--- config.mk ---
export PLATFORM = sky130hd
export DESIGN_NAME = pipelined_adder_subtractor
export DESIGN_NICKNAME = d
export VERILOG_FILES = /design/src/rtl/pipelined_adder_subtractor_pkg.sv /design/src/rtl/addsub_slice.sv /design/src/rtl/full_adder_nodelay.sv /design/src/rtl/pipelined_adder_subtractor.sv
export SDC_FILE = /design/constraint.sdc
export NUM_CORES = 1
export LEC_CHECK = 0
export BUFFER_PORTS_ARGS = -buffer_cell sky130_fd_sc_hd__buf_2
export CORE_ASPECT_RATIO = 2
export CORE_MARGIN = 2
export CORE_UTILIZATION = 24
export DETAILED_ROUTE_END_ITERATION = 7
export PLACE_DENSITY_LB_ADDON = 0.3
export SLEW_MARGIN = 5
export SYNTH_ARGS = -nofsm -noshare
export SYNTH_HDL_FRONTEND = slang
export SYNTH_HIERARCHICAL = 1
export SYNTH_SLANG_ARGS = --single-unit
--- constraint.sdc ---
create_clock -name clk -period 3.3 [get_ports clk]
set_input_delay 0.165 -clock clk [delete_from_list [all_inputs] [get_ports clk]]
set_output_delay 0.165 -clock clk [all_outputs]
set_load 0.005 [all_outputs]
--- src/rtl/pipelined_adder_subtractor_pkg.sv ---
// Shared operation encoding and default geometry for the pipelined adder/subtractor.
package pipelined_adder_subtractor_pkg;

    typedef enum logic {
        OP_ADD = 1'b0,
        OP_SUB = 1'b1
    } addsub_op_e;

    localparam int DEFAULT_WIDTH = 16;
    localparam int DEFAULT_CHUNK = 4;

endpackage

--- src/rtl/addsub_slice.sv ---
// Combinational CHUNK-bit ripple slice; also exposes the carry into its top bit
// so the final slice can derive signed overflow.
module addsub_slice #(
    parameter int CHUNK = 4
) (
    input  logic [CHUNK-1:0] i_a,
    input  logic [CHUNK-1:0] i_b,
    input  logic             i_cin,
    output logic [CHUNK-1:0] o_sum,
    output logic             o_cout,
    output logic             o_c_msb
);

    logic [CHUNK:0] w_c;

    assign w_c[0] = i_cin;

    for (genvar i = 0; i < CHUNK; i++) begin : g_bit
        full_adder_nodelay u_fa (
            .i_a (i_a[i]),
            .i_b (i_b[i]),
            .i_c (w_c[i]),
            .o_s (o_sum[i]),
            .o_c (w_c[i+1])
        );
    end

    assign o_cout  = w_c[CHUNK];
    assign o_c_msb = w_c[CHUNK-1];

endmodule

--- src/rtl/full_adder_nodelay.sv ---
// One-bit full adder cell used to build the ripple slices.
module full_adder_nodelay (
    input  logic i_a,
    input  logic i_b,
    input  logic i_c,
    output logic o_s,
    output logic o_c
);

    assign o_s = i_a ^ i_b ^ i_c;
    assign o_c = (i_a & i_b) | (i_c & (i_a ^ i_b));

endmodule

--- src/rtl/pipelined_adder_subtractor.sv ---
// N-bit adder/subtractor with one register stage per CHUNK-bit ripple slice and
// a single global advance enable shared by every stage.
module pipelined_adder_subtractor
    import pipelined_adder_subtractor_pkg::*;
#(
    parameter int WIDTH = DEFAULT_WIDTH,
    parameter int CHUNK = DEFAULT_CHUNK
) (
    input  logic             clk,
    input  logic             reset,
    input  logic             in_valid,
    output logic             in_ready,
    input  logic [WIDTH-1:0] a,
    input  logic [WIDTH-1:0] b,
    input  logic             op,
    output logic             out_valid,
    input  logic             out_ready,
    output logic [WIDTH-1:0] s,
    output logic             cout,
    output logic             ovf
);

    localparam int STAGES = WIDTH / CHUNK;

    logic             w_advance;
    logic             w_sub;
    logic [WIDTH-1:0] w_b_eff;

    assign w_advance = !out_valid || out_ready;
    assign in_ready  = w_advance;
    assign w_sub     = (addsub_op_e'(op) == OP_SUB);
    assign w_b_eff   = b ^ {WIDTH{w_sub}};

    for (genvar k = 0; k < STAGES; k++) begin : g_stage
        localparam int LO  = k * CHUNK;
        localparam int REM = WIDTH - LO;  // operand bits not yet summed on entry to this stage

        logic [REM-1:0]      w_a_src;
        logic [REM-1:0]      w_b_src;
        logic                w_cin;
        logic                w_vin;
        logic [CHUNK-1:0]    w_sum;
        logic                w_cout;
        logic [LO+CHUNK-1:0] w_sum_next;
        logic                r_valid;
        logic                r_carry;
        logic [LO+CHUNK-1:0] r_sum;

        if (k == 0) begin : g_src
            assign w_a_src    = a;
            assign w_b_src    = w_b_eff;
            assign w_cin      = w_sub;
            assign w_vin      = in_valid;
            assign w_sum_next = w_sum;
        end else begin : g_src
            assign w_a_src    = g_stage[k-1].g_skew.r_a_hi;
            assign w_b_src    = g_stage[k-1].g_skew.r_b_hi;
            assign w_cin      = g_stage[k-1].r_carry;
            assign w_vin      = g_stage[k-1].r_valid;
            assign w_sum_next = {w_sum, g_stage[k-1].r_sum};
        end

        always_ff @(posedge clk) begin
            if (reset) begin
                r_valid <= 1'b0;
            end else if (w_advance) begin
                r_valid <= w_vin;
            end
        end

        if (k == STAGES - 1) begin : g_last
            logic w_c_msb;
            logic r_ovf;

            addsub_slice #(.CHUNK(CHUNK)) u_slice (
                .i_a     (w_a_src[CHUNK-1:0]),
                .i_b     (w_b_src[CHUNK-1:0]),
                .i_cin   (w_cin),
                .o_sum   (w_sum),
                .o_cout  (w_cout),
                .o_c_msb (w_c_msb)
            );

            always_ff @(posedge clk) begin
                if (reset) begin
                    r_sum   <= '0;
                    r_carry <= 1'b0;
                    r_ovf   <= 1'b0;
                end else if (w_advance) begin
                    r_sum   <= w_sum_next;
                    r_carry <= w_cout;
                    r_ovf   <= w_c_msb ^ w_cout;
                end
            end
        end else begin : g_skew
            logic                   w_c_msb_unused;
            logic [REM-CHUNK-1:0]   r_a_hi;
            logic [REM-CHUNK-1:0]   r_b_hi;

            addsub_slice #(.CHUNK(CHUNK)) u_slice (
                .i_a     (w_a_src[CHUNK-1:0]),
                .i_b     (w_b_src[CHUNK-1:0]),
                .i_cin   (w_cin),
                .o_sum   (w_sum),
                .o_cout  (w_cout),
                .o_c_msb (w_c_msb_unused)
            );

            // Datapath of inner stages is don't-care while invalid, so no reset here.
            always_ff @(posedge clk) begin
                if (w_advance) begin
                    r_sum   <= w_sum_next;
                    r_carry <= w_cout;
                    r_a_hi  <= w_a_src[REM-1:CHUNK];
                    r_b_hi  <= w_b_src[REM-1:CHUNK];
                end
            end
        end
    end

    assign out_valid = g_stage[STAGES-1].r_valid;
    assign s         = g_stage[STAGES-1].r_sum;
    assign cout      = g_stage[STAGES-1].r_carry;
    assign ovf       = g_stage[STAGES-1].g_last.r_ovf;

endmodule
== After elaboration in Yosys (flattened, before gate mapping) ==
Index checks and enable logic that the tools add are counted.
Word-level totals
  register bits: 97
  input bits: 37
  output and inout port bits: 20
  logic and storage cells: 103
Cells by class
  bitwise operators: 82
  reductions and logical operators: 2
Operators with widths (count)
  $xor A1 B1 Y1: 33
  $and A1 B1 Y1: 32
  $or A1 B1 Y1: 16
  $xor A16 B16 Y16: 1
  $logic_not A1 Y1: 1
  $logic_or A1 B1 Y1: 1

== Depth between registers and ports, before layout ==
Gate-level depths: netlist of run 1.
  word-level depth: 10
  mapped depth: 6
  mapped depth without buffers: 6

== Cells and area by module ==
The synthesis of run 1 kept the hierarchy.
By module, submodules not included
  pipelined_adder_subtractor: instances 1, cells an instance 188, area each 3196.8 um^2, sequential area each 2692.6 um^2
  full_adder_nodelay: instances 16, cells an instance 1, area each 20.0 um^2, sequential area each 0.0 um^2

== Worst setup path before layout of run 1 ==
No wires, ideal clock.
  path kind: register to register
  start: register g_stage[2].g_skew.r_a_hi[0]
  end: register g_stage[3].g_last.r_ovf (netlist: ovf)
  setup time: 0.148 ns
  data arrival time: 2.277 ns
  required time: 3.152 ns
  slack: 0.875 ns
  cell stages (with the launch flop): 7
  buffers on the path: 0
  clock period less this slack: 2.425 ns
  cell sequence: edfxtp_1 fa_1 fa_1 fa_1 fa_1 xnor2_1 a211oi_2
Between the ends
  longest elaborated chain between the ends: 10
  elaborated cells between the ends (all ways): 11
  classes of those cells: bitwise: 11
Ends and longest elaborated chain
  start: declaration: line pipelined_adder_subtractor.sv:97  | logic [REM-CHUNK-1:0] r_a_hi;
  start signal: assignment: line pipelined_adder_subtractor.sv:114  | r_a_hi <= w_a_src[REM-1:CHUNK];
  $xor A1 B1 Y1: line full_adder_nodelay.sv:11  | assign o_c = (i_a & i_b) | (i_c & (i_a ^ i_b));
  $and A1 B1 Y1: line full_adder_nodelay.sv:11
  $or A1 B1 Y1 (*): line full_adder_nodelay.sv:11
  net g_stage[3].g_last.u_slice.w_c[1]: line addsub_slice.sv:14  | logic [CHUNK:0] w_c;
  $and A1 B1 Y1 (*): line full_adder_nodelay.sv:11
  $or A1 B1 Y1 (*): line full_adder_nodelay.sv:11
  net g_stage[3].g_last.u_slice.w_c[2]: line addsub_slice.sv:14
  $and A1 B1 Y1 (*): line full_adder_nodelay.sv:11
  $or A1 B1 Y1 (*): line full_adder_nodelay.sv:11
  net g_stage[3].g_last.w_c_msb: line pipelined_adder_subtractor.sv:72  | logic w_c_msb;
  $and A1 B1 Y1 (*): line full_adder_nodelay.sv:11
  $or A1 B1 Y1 (*): line full_adder_nodelay.sv:11
  net g_stage[3].w_cout: line pipelined_adder_subtractor.sv:43  | logic w_cout;
  $xor A1 B1 Y1 (*): line pipelined_adder_subtractor.sv:92  | r_ovf <= w_c_msb ^ w_cout;
  end signal: assignment: line pipelined_adder_subtractor.sv:92
  end: declaration: line pipelined_adder_subtractor.sv:73  | logic r_ovf;
Mark *: on every way through the listed nets, which the timed path passes. The rest lies on a longest branch.
A chain may end at the register's enable or synchronous reset.

== Worst setup path in the final report of run 1 ==
Same ends and word-level chain as after synthesis.

==> key figures, run 1 <==
Synth
  • Synthesis warning total: 6
  • Synth top area cells: edfxtp_1 (64%), dfxtp_1 (13%), fa_1 (9.1%), nand2_1 (4.3%), xor2_1 (4.0%)
  • Fraction of post-synthesis cell area in the top cell type by area: 0.640
  • Number of flops mapped to enable cells by yosys: between 70 and 80
  • Average instance area after synthesis: approximately 17 um^2
  • Synth Instances: ~200
  • Fraction of registers with async set or reset after synthesis: 0
  • Mapped Area: 3520 um^2
  • Post-synth top area cell: edfxtp_1
  • Library cells used by synthesis: 14
  • Flip-flop and latch count after synthesis: 97
  • Leading cell type by number of instances after synthesis: edfxtp_1
  • Synth top cells by count: edfxtp_1 (75), nand2_1 (40), dfxtp_1 (22)
  • Part of the Yosys area used for sequential elements: 0.766
  • Commonest register cell after synthesis: edfxtp_1
  • Net Count, Synth: ~260

Detailed routing
  • DRT Wirelength: between 5000 and 6000 um
  • DRC marker count from the first detailed-route iteration: a little under 90
  • First drt pass iteration count: 4
  • Count of unresolved DRC violations after routing: 0
  • WL/cell: roughly 11 um
  • Overall via count from detail_route: between 1500 and 2000
  • Post-detailed-route count of antenna-violating nets: 0
  • Via density per instance: between 3 and 4

Power
  • Power per Cell Area: approximately 650 nW/um^2
  • IR drop worst, VDD: about 0.23 mV
  • P_leak: about 1.7 nW
  • Total power draw: between 2 and 3 mW

Die
  • Row cnt: between 60 and 70
  • Floorplan die width: ~90 um
  • Initial Utilization: 0.245
  • Overall die area: approximately 16000 um^2
  • Count of pins on the block boundary: 57
  • Vertical die dimension: between 150 and 200 um
  • Area of the core: about 14000 um^2

Critical path
  • Launch point of the worst path: g_stage[2].g_skew.r_a_hi[0]$_DFFE_PP_
  • Worst Setup Start Kind: flip-flop
  • Cell mode on critical path: fa_1
  • Endpoint kind of the worst setup timing path: flip-flop
  • CP top delay family: adder cells
  • Buf+Inv Stages, Crit Path: 0
  • Worst path cell trace: fa_1 > fa_1 > fa_1 > fa_1 > xnor2_1 > a211oi_2
  • Worst Path Class, Setup: flip-flop to flip-flop
  • Reg2Reg Launch Point: g_stage[2].g_skew.r_a_hi[0]$_DFFE_PP_
  • Required time reported for the critical path endpoint: ~3.6 ns
  • Worst EP arrival: around 2.8 ns
  • CP Max Fanout: 2
  • Maximum cell stage delay along the critical path: between 0.4 and 0.5 ns
  • Critical-path top delay cell: fa_1

Placed design
  • Area after DPL: approximately 4000 um^2
  • Number of placed instances with taps included: approximately 450
  • Half-perimeter wire length after detailed placement: about 3700 um
  • Total of buffers placed on input and output ports: 56
  • Gp weighted congestion: a little under 0.7

Global route
  • Number of global-route vias before repair: between 1500 and 2000
  • GRT Util Overall: 0.0756
  • Antenna violations before repair: 0
  • Pin count of the biggest net entering global routing: 44
  • Wire length of the first global-routing pass: approximately 8700 um
  • Total grt overflow: 0

Layout
  • Inserted Diodes: 0
  • Filler-free cell count of the finished design: ~470
  • # fillers: ~1400
  • P&R area growth vs syn: 25.2%
  • Cell area after layout: 4400 um^2
  • Fraction of layout cells with a size suffix above 1: 0.278
  • Net count of the finished layout: about 330

Clock tree
  • Worst-Skew Late Latency: approximately 0.33 ns
  • Number of gates resized after CTS: 0
  • Clk pin slew, worst setup/hold paths: approximately 0.070 ns
  • # Post-CTS Setup Buffers: 0
  • Root buffer selected by CTS: clkbuf_16
  • CTS tree: built
  • Total clock buffers created by CTS: 9
  • Clk sink count: 97
  • Count of hold-fix buffers inserted at cts: 10
  • Clock Path Buffers: 2
  • Total number of H-tree levels: 3

Min path
  • Worst Hold Launch: a[4]
  • Kind of path behind the tightest hold check: input port to flip-flop

STA
  • Highest clock rate: between 0.3 and 0.4 GHz
  • Max Transition Viols Final: 0
  • Fin Setup TNS: 0 ns
  • Final setup violation count: 0
  • Relative slew slack: 0.565
  • Part of the cycle the worst path needs: 0.773
  • RSZ-0062 raised after global routing: false
  • Final count of hold timing violations: 0
  • Slew at the pin closest to its max-slew limit: around 0.65 ns
  • Post-Route Skew: just under 0.008 ns
  • Final critical-path required period: ~2.6 ns

Status
  • Status: finished clean

Run
  • Max Cap Viol: 0
[final cells by class]
| class | instances | area [um^2] | area share |
|---|---|---|---|
| multi-input combinational | 98 | 757 | 0.172 |
| sequential | 97 | 2690 | 0.612 |
| clock buffer | 9 | 225 | 0.0512 |
| inverter | 1 | 5.00 | 0.00114 |
| clock inverter | 7 | 78.8 | 0.0179 |
| timing repair buffer | 69 | 403 | 0.0915 |
| tap | 192 | 240 | 0.0546 |
[registers in the layout, summed over array words and instances (netlist names)]
name	cells
cout	1
g_stage.g_skew.r_a_hi	24
g_stage.g_skew.r_b_hi	24
g_stage.r_carry	3
g_stage.r_sum	24
g_stage.r_valid	3
out_valid	1
ovf	1
s	16
[final timing paths]
path | end | slack, ns | cells after the start
worst max-delay path | ovf$_SDFFE_PP0P_ | 0.75 | 6
worst min-delay path | g_stage[0].g_skew.r_a_hi[0]$_DFFE_PP_ | 0.02 | 1
worst max register to register | ovf$_SDFFE_PP0P_ | 0.75 | 6
worst min register to register | g_stage[1].g_skew.r_b_hi[4]$_DFFE_PP_ | 0.42 | 0
[worst reg2reg max path, delay by kind of cell, from the launching register on]
family          cells  cell delay [ns]
compound gates      1             0.20
fa+ha+maj           4             1.72
flops               1             0.40
xor+xnor            1             0.16
[logic make-up after synthesis]
logic type / Yosys count / synth area share
flip-flops: 97 / 0.766
XOR/XNOR: 17 / 0.0423
adder cells (fa/ha/maj): 16 / 0.0911
AND/OR/NAND/NOR: 44 / 0.0498
AO/OA/AOI/OAI: 21 / 0.0320
buffers and inverters: 9 / 0.0192
[per-layer routing]
| metal | vias up | GRT usage | part of all wire |
|---|---|---|---|
| met3 | 7 | 0.0175 | 0.043 |
| met5 | - | 0 | 0 |
| li1 | 854 | - | - |
| met1 | 825 | 0.0790 | 0.37 |
| met2 | 40 | 0.129 | 0.57 |
| met4 | 0 | 0.0504 | 0.024 |
[power breakdown]
part | internal [mW] | total [mW] | leakage, nW | switching (mW)
sequential | 1.54 | 1.60 | 0.975 | 0.0651
clock | 0.596 | 1.04 | 0.149 | 0.448
combinational | 0.120 | 0.232 | 0.601 | 0.112
total | 2.25 | 2.88 | 1.72 | 0.625
[cells in the final DEF (no fill, tap or decap), drive strengths merged]
cell type    netlist  routed
bufinv             0       1
xnor2              1       1
nor2b              1       1
a211oi             1       1
inv                1       2
xor2              16      16
clkinvlp           0       1
dlygate4sd3        0      10
a21oi             20      20
nor2               3       3
nand2             40      40
clkbuf             2       9
fa                16      16
buf                6      59
edfxtp            75      75
clkinv             0       4
dfxtp             22      22
[per-stage QoR]
stage / utilization / setup slack [ns] / hold WS, ns
after global routing: 0.307 / 0.632 / 0.00738
after floorplan: - / 0.875 / 0.230
after detailed placement: 0.279 / 0.629 / 0.343
final: 0.307 / 0.748 / 0.0185
after global placement: 0.279 / 0.676 / 0.343
after CTS: 0.307 / 0.712 / 0.00322
Note: power is estimated with default switching activity, not from simulation.
==> inputs of run 2 (changes only) <==
- ABC_AREA: not set -> 1
- clock period: 3.3 -> 2.5 ns (I/O delays scaled with it)
==> run 2 against run 1 <==
Flip-flop and latch count unchanged; fmax increased by 7.5%; final area increased by 1.9%; synthesized area increased by 2.2%; clock skew decreased by 0.0013 ns; clock power increased by 18%; sequential power increased by 35%; utilization decreased by 0.24 points; sequential share of layout area decreased by 1.1 points; first-iteration DRC count decreased by 10%; clock-buffer cell count increased by 3; setup slack got worse by 0.62 ns; critical path type unchanged; critical endpoint is now g_stage[1].r_carry$_DFFE_PP_.
==> key figures, run 2 <==
Status
  • Status: finished clean

Die
  • Count of pins on the block boundary: 57
  • Floorplan die width: 90.5 um
  • Overall die area: around 16000 um^2
  • Row cnt: 63
  • Vertical die dimension: approximately 180 um
  • Initial Utilization: 0.244
  • Area of the core: 14700 um^2

Layout
  • Leading registers by flop count: g_stage.g_skew.r_a_hi (24), g_stage.g_skew.r_b_hi (24), g_stage.r_sum (24)
  • # fillers: roughly 1500
  • Most frequent cells in the layout: edfxtp_1 (75), buf_2 (56), nor2_1 (42)
  • Net count of the finished layout: about 340
  • Inserted Diodes: 0
  • Most frequent standard cell in the layout excluding fill and tap cells: edfxtp_1
  • Filler-free cell count of the finished design: between 400 and 500
  • Fraction of layout cells with a size suffix above 1: 0.266
  • P&R area growth vs syn: 24.8%

Critical path
  • Worst Setup Start Kind: flip-flop
  • Maximum cell stage delay along the critical path: between 0.4 and 0.5 ns
  • Critical-path top delay cell: fa_1
  • Cell mode on critical path: fa_1
  • Worst path cell trace: fa_1 > fa_1 > fa_1 > fa_1
  • Worst Path Class, Setup: flip-flop to flip-flop
  • Endpoint kind of the worst setup timing path: flip-flop
  • CP Max Fanout: 1
  • Required time reported for the critical path endpoint: about 2.6 ns
  • Worst EP arrival: 2.43 ns

Power
  • Register share of total power: 0.574
  • IR drop worst, VDD: approximately 0.31 mV
  • Power per Cell Area: roughly 840 nW/um^2
  • P_leak: 1.76 nW
  • Internal power consumption: around 3 mW
  • Relative contribution of the clock network to total power: 0.327
  • Logic pwr share: 0.098
  • Total net switching power: ~810 uW
  • Net switching share of the total power: 0.215

Min path
  • Kind of path behind the tightest hold check: input port to flip-flop

Synth
  • Fraction of registers with async set or reset after synthesis: 0
  • Average instance area after synthesis: around 17 um^2
  • Post-synth top area cell: edfxtp_1
  • Net Count, Synth: approximately 270
  • Number of flops mapped to enable cells by yosys: 75
  • Synth top area cells: edfxtp_1 (63%), dfxtp_1 (12%), fa_1 (8.9%), nor2_1 (4.4%), o21bai_1 (4.0%)
  • Synthesis warning total: 6
  • Part of the Yosys area used for sequential elements: 0.749
  • Library cells used by synthesis: 17
  • Commonest register cell after synthesis: edfxtp_1
  • Synth Instances: around 210
  • Synth top cells by count: edfxtp_1 (75), nor2_1 (42), dfxtp_1 (22)
  • Mapped Area: about 3600 um^2
  • Fraction of post-synthesis cell area in the top cell type by area: 0.627
  • Leading cell type by number of instances after synthesis: edfxtp_1
  • Flip-flop and latch count after synthesis: a little under 100

Global route
  • Number of global-route vias before repair: around 1900
  • GRT Util Overall: 0.0750
  • Antenna violations before repair: 0
  • Pin count of the biggest net entering global routing: 45
  • Wire length of the first global-routing pass: 9170 um
  • Total grt overflow: 0

STA
  • RSZ-0062 raised after global routing: false
  • Worst setup slack after layout: 0.126 ns
  • Relative slew slack: 0.616
  • Highest clock rate: around 0.42 GHz
  • Final count of hold timing violations: 0
  • Fin Setup TNS: 0 ns
  • Max Transition Viols Final: 0
  • Part of the cycle the worst path needs: 0.950
  • Hold_ws: roughly 0.022 ns
  • Final critical-path required period: between 2 and 2.5 ns
  • Post-Route Skew: roughly 0.0066 ns
  • Final setup violation count: 0
  • Slew at the pin closest to its max-slew limit: 0.576 ns

Detailed routing
  • Post-detailed-route count of antenna-violating nets: 0
  • WL/cell: 11.5 um
  • Overall via count from detail_route: 1801
  • Count of unresolved DRC violations after routing: 0
  • DRC marker count from the first detailed-route iteration: between 70 and 80
  • Via density per instance: 3.69
  • First drt pass iteration count: 4
  • DRT Wirelength: approximately 5600 um

Clock tree
  • CTS tree: built
  • Total clock buffers created by CTS: 9
  • Clock Path Buffers: 2
  • Clk sink count: slightly below 100
  • # Post-CTS Setup Buffers: 0
  • Worst-Skew Late Latency: approximately 0.33 ns
  • Total number of H-tree levels: 3
  • Root buffer selected by CTS: clkbuf_16
  • Clk pin slew, worst setup/hold paths: 0.06 ns

Placed design
  • Number of placed instances with taps included: 460
  • Total of buffers placed on input and output ports: 56
  • Half-perimeter wire length after detailed placement: between 3000 and 4000 um
  • Dpl ws: about 0.045 ns
  • Gp weighted congestion: around 0.67

Run
  • Max Cap Viol: 0
## run 2: cell types whose count changed after synthesis, sizes merged, moves of 5 or more
cell    before  now
nand2       40    7
inv          1    6
o21bai       0   19
nor2         3   43
a21oi       20    1
## run 2: power by group through the flow
stage	logic (mW)	registers (mW)	clock network, mW
final	0.370	2.16	1.23
after global routing	0.436	2.19	1.35
after CTS	0.384	2.16	1.29
after detailed placement	0.368	2.20	0
after global placement	0.357	2.18	0
after floorplan	0.204	2.18	0
## run 2: final cells by class
type                    instances  area, um^2  share of cell area
clock buffers                  12         246              0.0550
clock inverters                 4        21.3             0.00474
inverters                       6        22.5             0.00502
multi-input cells             103         823               0.184
flip-flops and latches         97        2690               0.600
well taps                     195         244              0.0544
repair buffers                 71         435              0.0971
## run 2: worst paths after layout
path                                               from                                     to  slack [ns]  cells past startpoint
setup / recovery  g_stage[0].g_skew.r_a_hi[0]$_DFFE_PP_           g_stage[1].r_carry$_DFFE_PP_        0.13                      4
setup reg to reg  g_stage[0].g_skew.r_a_hi[0]$_DFFE_PP_           g_stage[1].r_carry$_DFFE_PP_        0.13                      4
hold reg to reg   g_stage[0].g_skew.r_a_hi[5]$_DFFE_PP_  g_stage[1].g_skew.r_a_hi[1]$_DFFE_PP_        0.41                      0
hold / removal                                 in_valid        g_stage[0].r_valid$_SDFFE_PP0P_        0.02                      3
## run 2: repair_timing
action	in CTS	in global routing
endpoints found under the hold margin	12	0
hold buffers	12	0
setup endpoints to repair	0	2
gates resized for setup	0	2
## run 2: logic make-up (layout without fill, tap and decap cells)
kind of cell	count (synthesis)	after routing	synth area share
buffers and inverters	14	93	0.0244
DFF	97	97	0.749
adders and majority gates	16	16	0.0891
AOI/OAI and AO/OA	20	20	0.0411
xor gates and xnor gates	16	16	0.0390
and+or+nand+nor	51	51	0.0571
## run 2: per-layer routing
metal | part of all wire | track usage | up-vias
met5 | 0 | 0 | -
met4 | 0.028 | 0.0538 | 0
met3 | 0.042 | 0.0200 | 7
met2 | 0.55 | 0.128 | 42
met1 | 0.38 | 0.0791 | 870
li1 | - | - | 882
## run 2: per-stage QoR
| stage | cell area (um^2) | utilization | total power [mW] |
|---|---|---|---|
| after floorplan | 3590 | - | 2.38 |
| after global placement | 4090 | 0.278 | 2.54 |
| after detailed placement | 4090 | 0.278 | 2.57 |
| after CTS | 4480 | 0.304 | 3.84 |
| after global routing | 4490 | 0.304 | 3.98 |
| final | 4490 | 0.304 | 3.76 |
## run 2: critical path: cells and delay by family (launching register included)
family	cells	cell delay [ns]
fa+ha+maj	4	1.70
flops	1	0.40
==> inputs of run 3 (changes only) <==
--- a/config.mk
+++ b/config.mk
@@ -9,5 +9,5 @@
 export BUFFER_PORTS_ARGS = -buffer_cell sky130_fd_sc_hd__buf_2
 export CORE_ASPECT_RATIO = 2
-export CORE_MARGIN = 2
+export CORE_MARGIN = 1.5
 export CORE_UTILIZATION = 24
 export DETAILED_ROUTE_END_ITERATION = 7
==> constraint.sdc (replaced) <==
create_clock -name clk -period 2.5 [get_ports clk]
set_input_delay 0.25 -clock clk [delete_from_list [all_inputs] [get_ports clk]]
set_output_delay 0.25 -clock clk [all_outputs]
set_load 0.005 [all_outputs]
==> run 3 against run 2 <==
Flip-flop and latch count unchanged; global-route usage increased by 0.22 points; critical path type unchanged; highest routed layer unchanged; setup slack got worse by 0.0048 ns; non-clock buffer count is 12 lower; sequential share of layout area increased by 1.3 points; largest power group unchanged; sequential power about the same; clock skew down 0.0015 ns.
==> key figures, run 3 (synthesis gave the netlist of run 2 again) <==
Status
  • Status: finished clean

Run
  • Max Cap Viol: 0

Clock tree
  • Clk sink count: 97
  • Clk pin slew, worst setup/hold paths: roughly 0.070 ns
  • Number of gates resized after CTS: 0
  • # Post-CTS Setup Buffers: 0
  • Count of hold-fix buffers inserted at cts: 0
  • Total number of H-tree levels: 3
  • Total clock buffers created by CTS: 9
  • CTS tree: built
  • Worst-Skew Late Latency: between 0.3 and 0.4 ns
  • Clock Path Buffers: 2
  • Root buffer selected by CTS: clkbuf_16

Power
  • P_leak: about 1.7 nW
  • IR drop worst, VDD: slightly below 0.3 mV
  • Logic pwr share: 0.092
  • Total net switching power: slightly above 900 uW
  • Internal power consumption: around 2.9 mW
  • Net switching share of the total power: 0.237
  • Relative contribution of the clock network to total power: 0.349
  • Total power draw: ~3.9 mW
  • Power per Cell Area: ~900 nW/um^2
  • Register share of total power: 0.559

Critical path
  • Maximum cell stage delay along the critical path: about 0.53 ns
  • Worst EP arrival: 2.67 ns
  • Worst path cell trace: fa_1 > fa_1 > fa_2 > fa_2 > nor2_1 > nor2_1
  • CP top delay family: adder cells
  • Endpoint kind of the worst setup timing path: flip-flop
  • Reg2reg path depth: 6
  • Register-to-register path setup slack: roughly 0.12 ns
  • CP Max Fanout: 3
  • Buf+Inv Stages, Crit Path: 0
  • Worst Setup Start Kind: flip-flop
  • Worst reg2reg path endpoint: s[15]$_SDFFE_PP0P_
  • Required time reported for the critical path endpoint: ~2.8 ns
  • Critical-path top delay cell: fa_2
  • Worst Path Class, Setup: flip-flop to flip-flop
  • Reg2Reg Launch Point: g_stage[2].g_skew.r_a_hi[0]$_DFFE_PP_

STA
  • Final count of hold timing violations: 0
  • Max Transition Viols Final: 0
  • Worst setup slack after layout: roughly 0.12 ns
  • Fin Setup TNS: 0 ns
  • Final critical-path required period: about 2.4 ns
  • Slew at the pin closest to its max-slew limit: approximately 0.57 ns
  • RSZ-0062 raised after global routing: false
  • Highest clock rate: 0.420 GHz
  • Post-Route Skew: approximately 0.0051 ns
  • Relative slew slack: 0.617
  • Final setup violation count: 0
  • Part of the cycle the worst path needs: 0.952

Detailed routing
  • DRT Wirelength: around 5500 um
  • Count of unresolved DRC violations after routing: 0
  • First drt pass iteration count: 4
  • Overall via count from detail_route: ~1700
  • DRC marker count from the first detailed-route iteration: 50
  • Via density per instance: 3.67
  • WL/cell: 11.5 um
  • Post-detailed-route count of antenna-violating nets: 0

Layout
  • Leading registers by flop count: g_stage.g_skew.r_a_hi (24), g_stage.g_skew.r_b_hi (24), g_stage.r_sum (24)
  • P&R area growth vs syn: 22.2%
  • Net count of the finished layout: ~330
  • Cell area after layout: 4390 um^2
  • # fillers: 1504
  • Most frequent cells in the layout: edfxtp_1 (75), buf_2 (56), nor2_1 (42)
  • Most frequent standard cell in the layout excluding fill and tap cells: edfxtp_1
  • Fraction of layout cells with a size suffix above 1: 0.288
  • Inserted Diodes: 0

Placed design
  • Dpl ws: between 0.03 and 0.04 ns
  • Area after DPL: 4090 um^2
  • Gp weighted congestion: ~0.64
  • Half-perimeter wire length after detailed placement: approximately 3700 um
  • Total of buffers placed on input and output ports: 56

Die
  • Row cnt: between 60 and 70
  • Vertical die dimension: ~180 um
  • Floorplan die width: roughly 90 um
  • Overall die area: between 15000 and 20000 um^2
  • Initial Utilization: 0.244
  • Area of the core: about 15000 um^2
  • Count of pins on the block boundary: 57

Min path
  • Min-Delay Endpoint: g_stage[0].g_skew.r_a_hi[10]$_DFFE_PP_
  • Worst hold path depth: 1
  • Worst Hold Launch: a[14]
  • Kind of path behind the tightest hold check: input port to flip-flop

Global route
  • GRT Util Overall: 0.0772
  • Pin count of the biggest net entering global routing: 45
  • Wire length of the first global-routing pass: between 8000 and 9000 um
  • Total grt overflow: 0
  • Number of global-route vias before repair: 1756
  • Antenna violations before repair: 0
## run 3: cell types whose count changed in the layout (fill, tap and decap cells not counted), sizes merged
cell,delta
inv,+5
dlygate4sd3,-12
clkinvlp,-1
clkbuf,-3
clkinv,-1
## run 3: metal layers
metal  GRT usage  share of wire  wire length, um
met5           0              0                0
met4      0.0654          0.042              229
met3      0.0196          0.039              213
met2       0.127           0.53             2910
met1      0.0787           0.39             2110
## run 3: worst reg2reg max path, cell delays in order (launching register included)
cell      delay, ns
edfxtp_1       0.41
fa_1           0.46
fa_1           0.40
fa_2           0.38
fa_2           0.53
nor2_1         0.05
nor2_1         0.11
## run 3: worst max-delay path by stage
stage | cells after the start | startpoint | endpoint | slack, ns
final | 6 | g_stage[2].g_skew.r_a_hi[0]$_DFFE_PP_ | s[15]$_SDFFE_PP0P_ | 0.12
after detailed placement | 8 | g_stage[2].g_skew.r_a_hi[0]$_DFFE_PP_ | ovf$_SDFFE_PP0P_ | 0.04
after floorplan | 6 | op | g_stage[0].r_sum[3]$_DFFE_PP_ | 0.08
after global placement | 8 | g_stage[2].g_skew.r_a_hi[0]$_DFFE_PP_ | ovf$_SDFFE_PP0P_ | 0.09
after global routing | 6 | g_stage[2].g_skew.r_a_hi[0]$_DFFE_PP_ | s[15]$_SDFFE_PP0P_ | 0.002
after CTS | 8 | g_stage[2].g_skew.r_a_hi[0]$_DFFE_PP_ | ovf$_SDFFE_PP0P_ | 0.03
## run 3: stage by stage
stage | instances | hold WS [ns] | util
final | 476 | 0.0747 | 0.298
after floorplan | 214 | 0.349 | -
after global routing | 476 | 0.0593 | 0.298
after CTS | 476 | 0.0521 | 0.298
after global placement | 460 | 0.401 | 0.278
after detailed placement | 460 | 0.405 | 0.278
## run 3: final cells by class
| type | instances | area, um^2 | share of cell area |
|---|---|---|---|
| inverters | 6 | 22.5 | 0.00513 |
| clock buffers | 9 | 225 | 0.0513 |
| flip-flops and latches | 97 | 2690 | 0.613 |
| multi-input cells | 103 | 823 | 0.187 |
| repair buffers | 59 | 315 | 0.0718 |
| clock inverters | 7 | 68.8 | 0.0157 |
| well taps | 195 | 244 | 0.0556 |
## run 3: power groups by stage
stage	clock (mW)	combinational (mW)	sequential, mW
floorplan	0	0.204	2.18
global placement	0	0.351	2.19
detailed placement	0	0.361	2.20
CTS	1.41	0.366	2.16
global route	1.47	0.419	2.19
finish	1.35	0.354	2.16
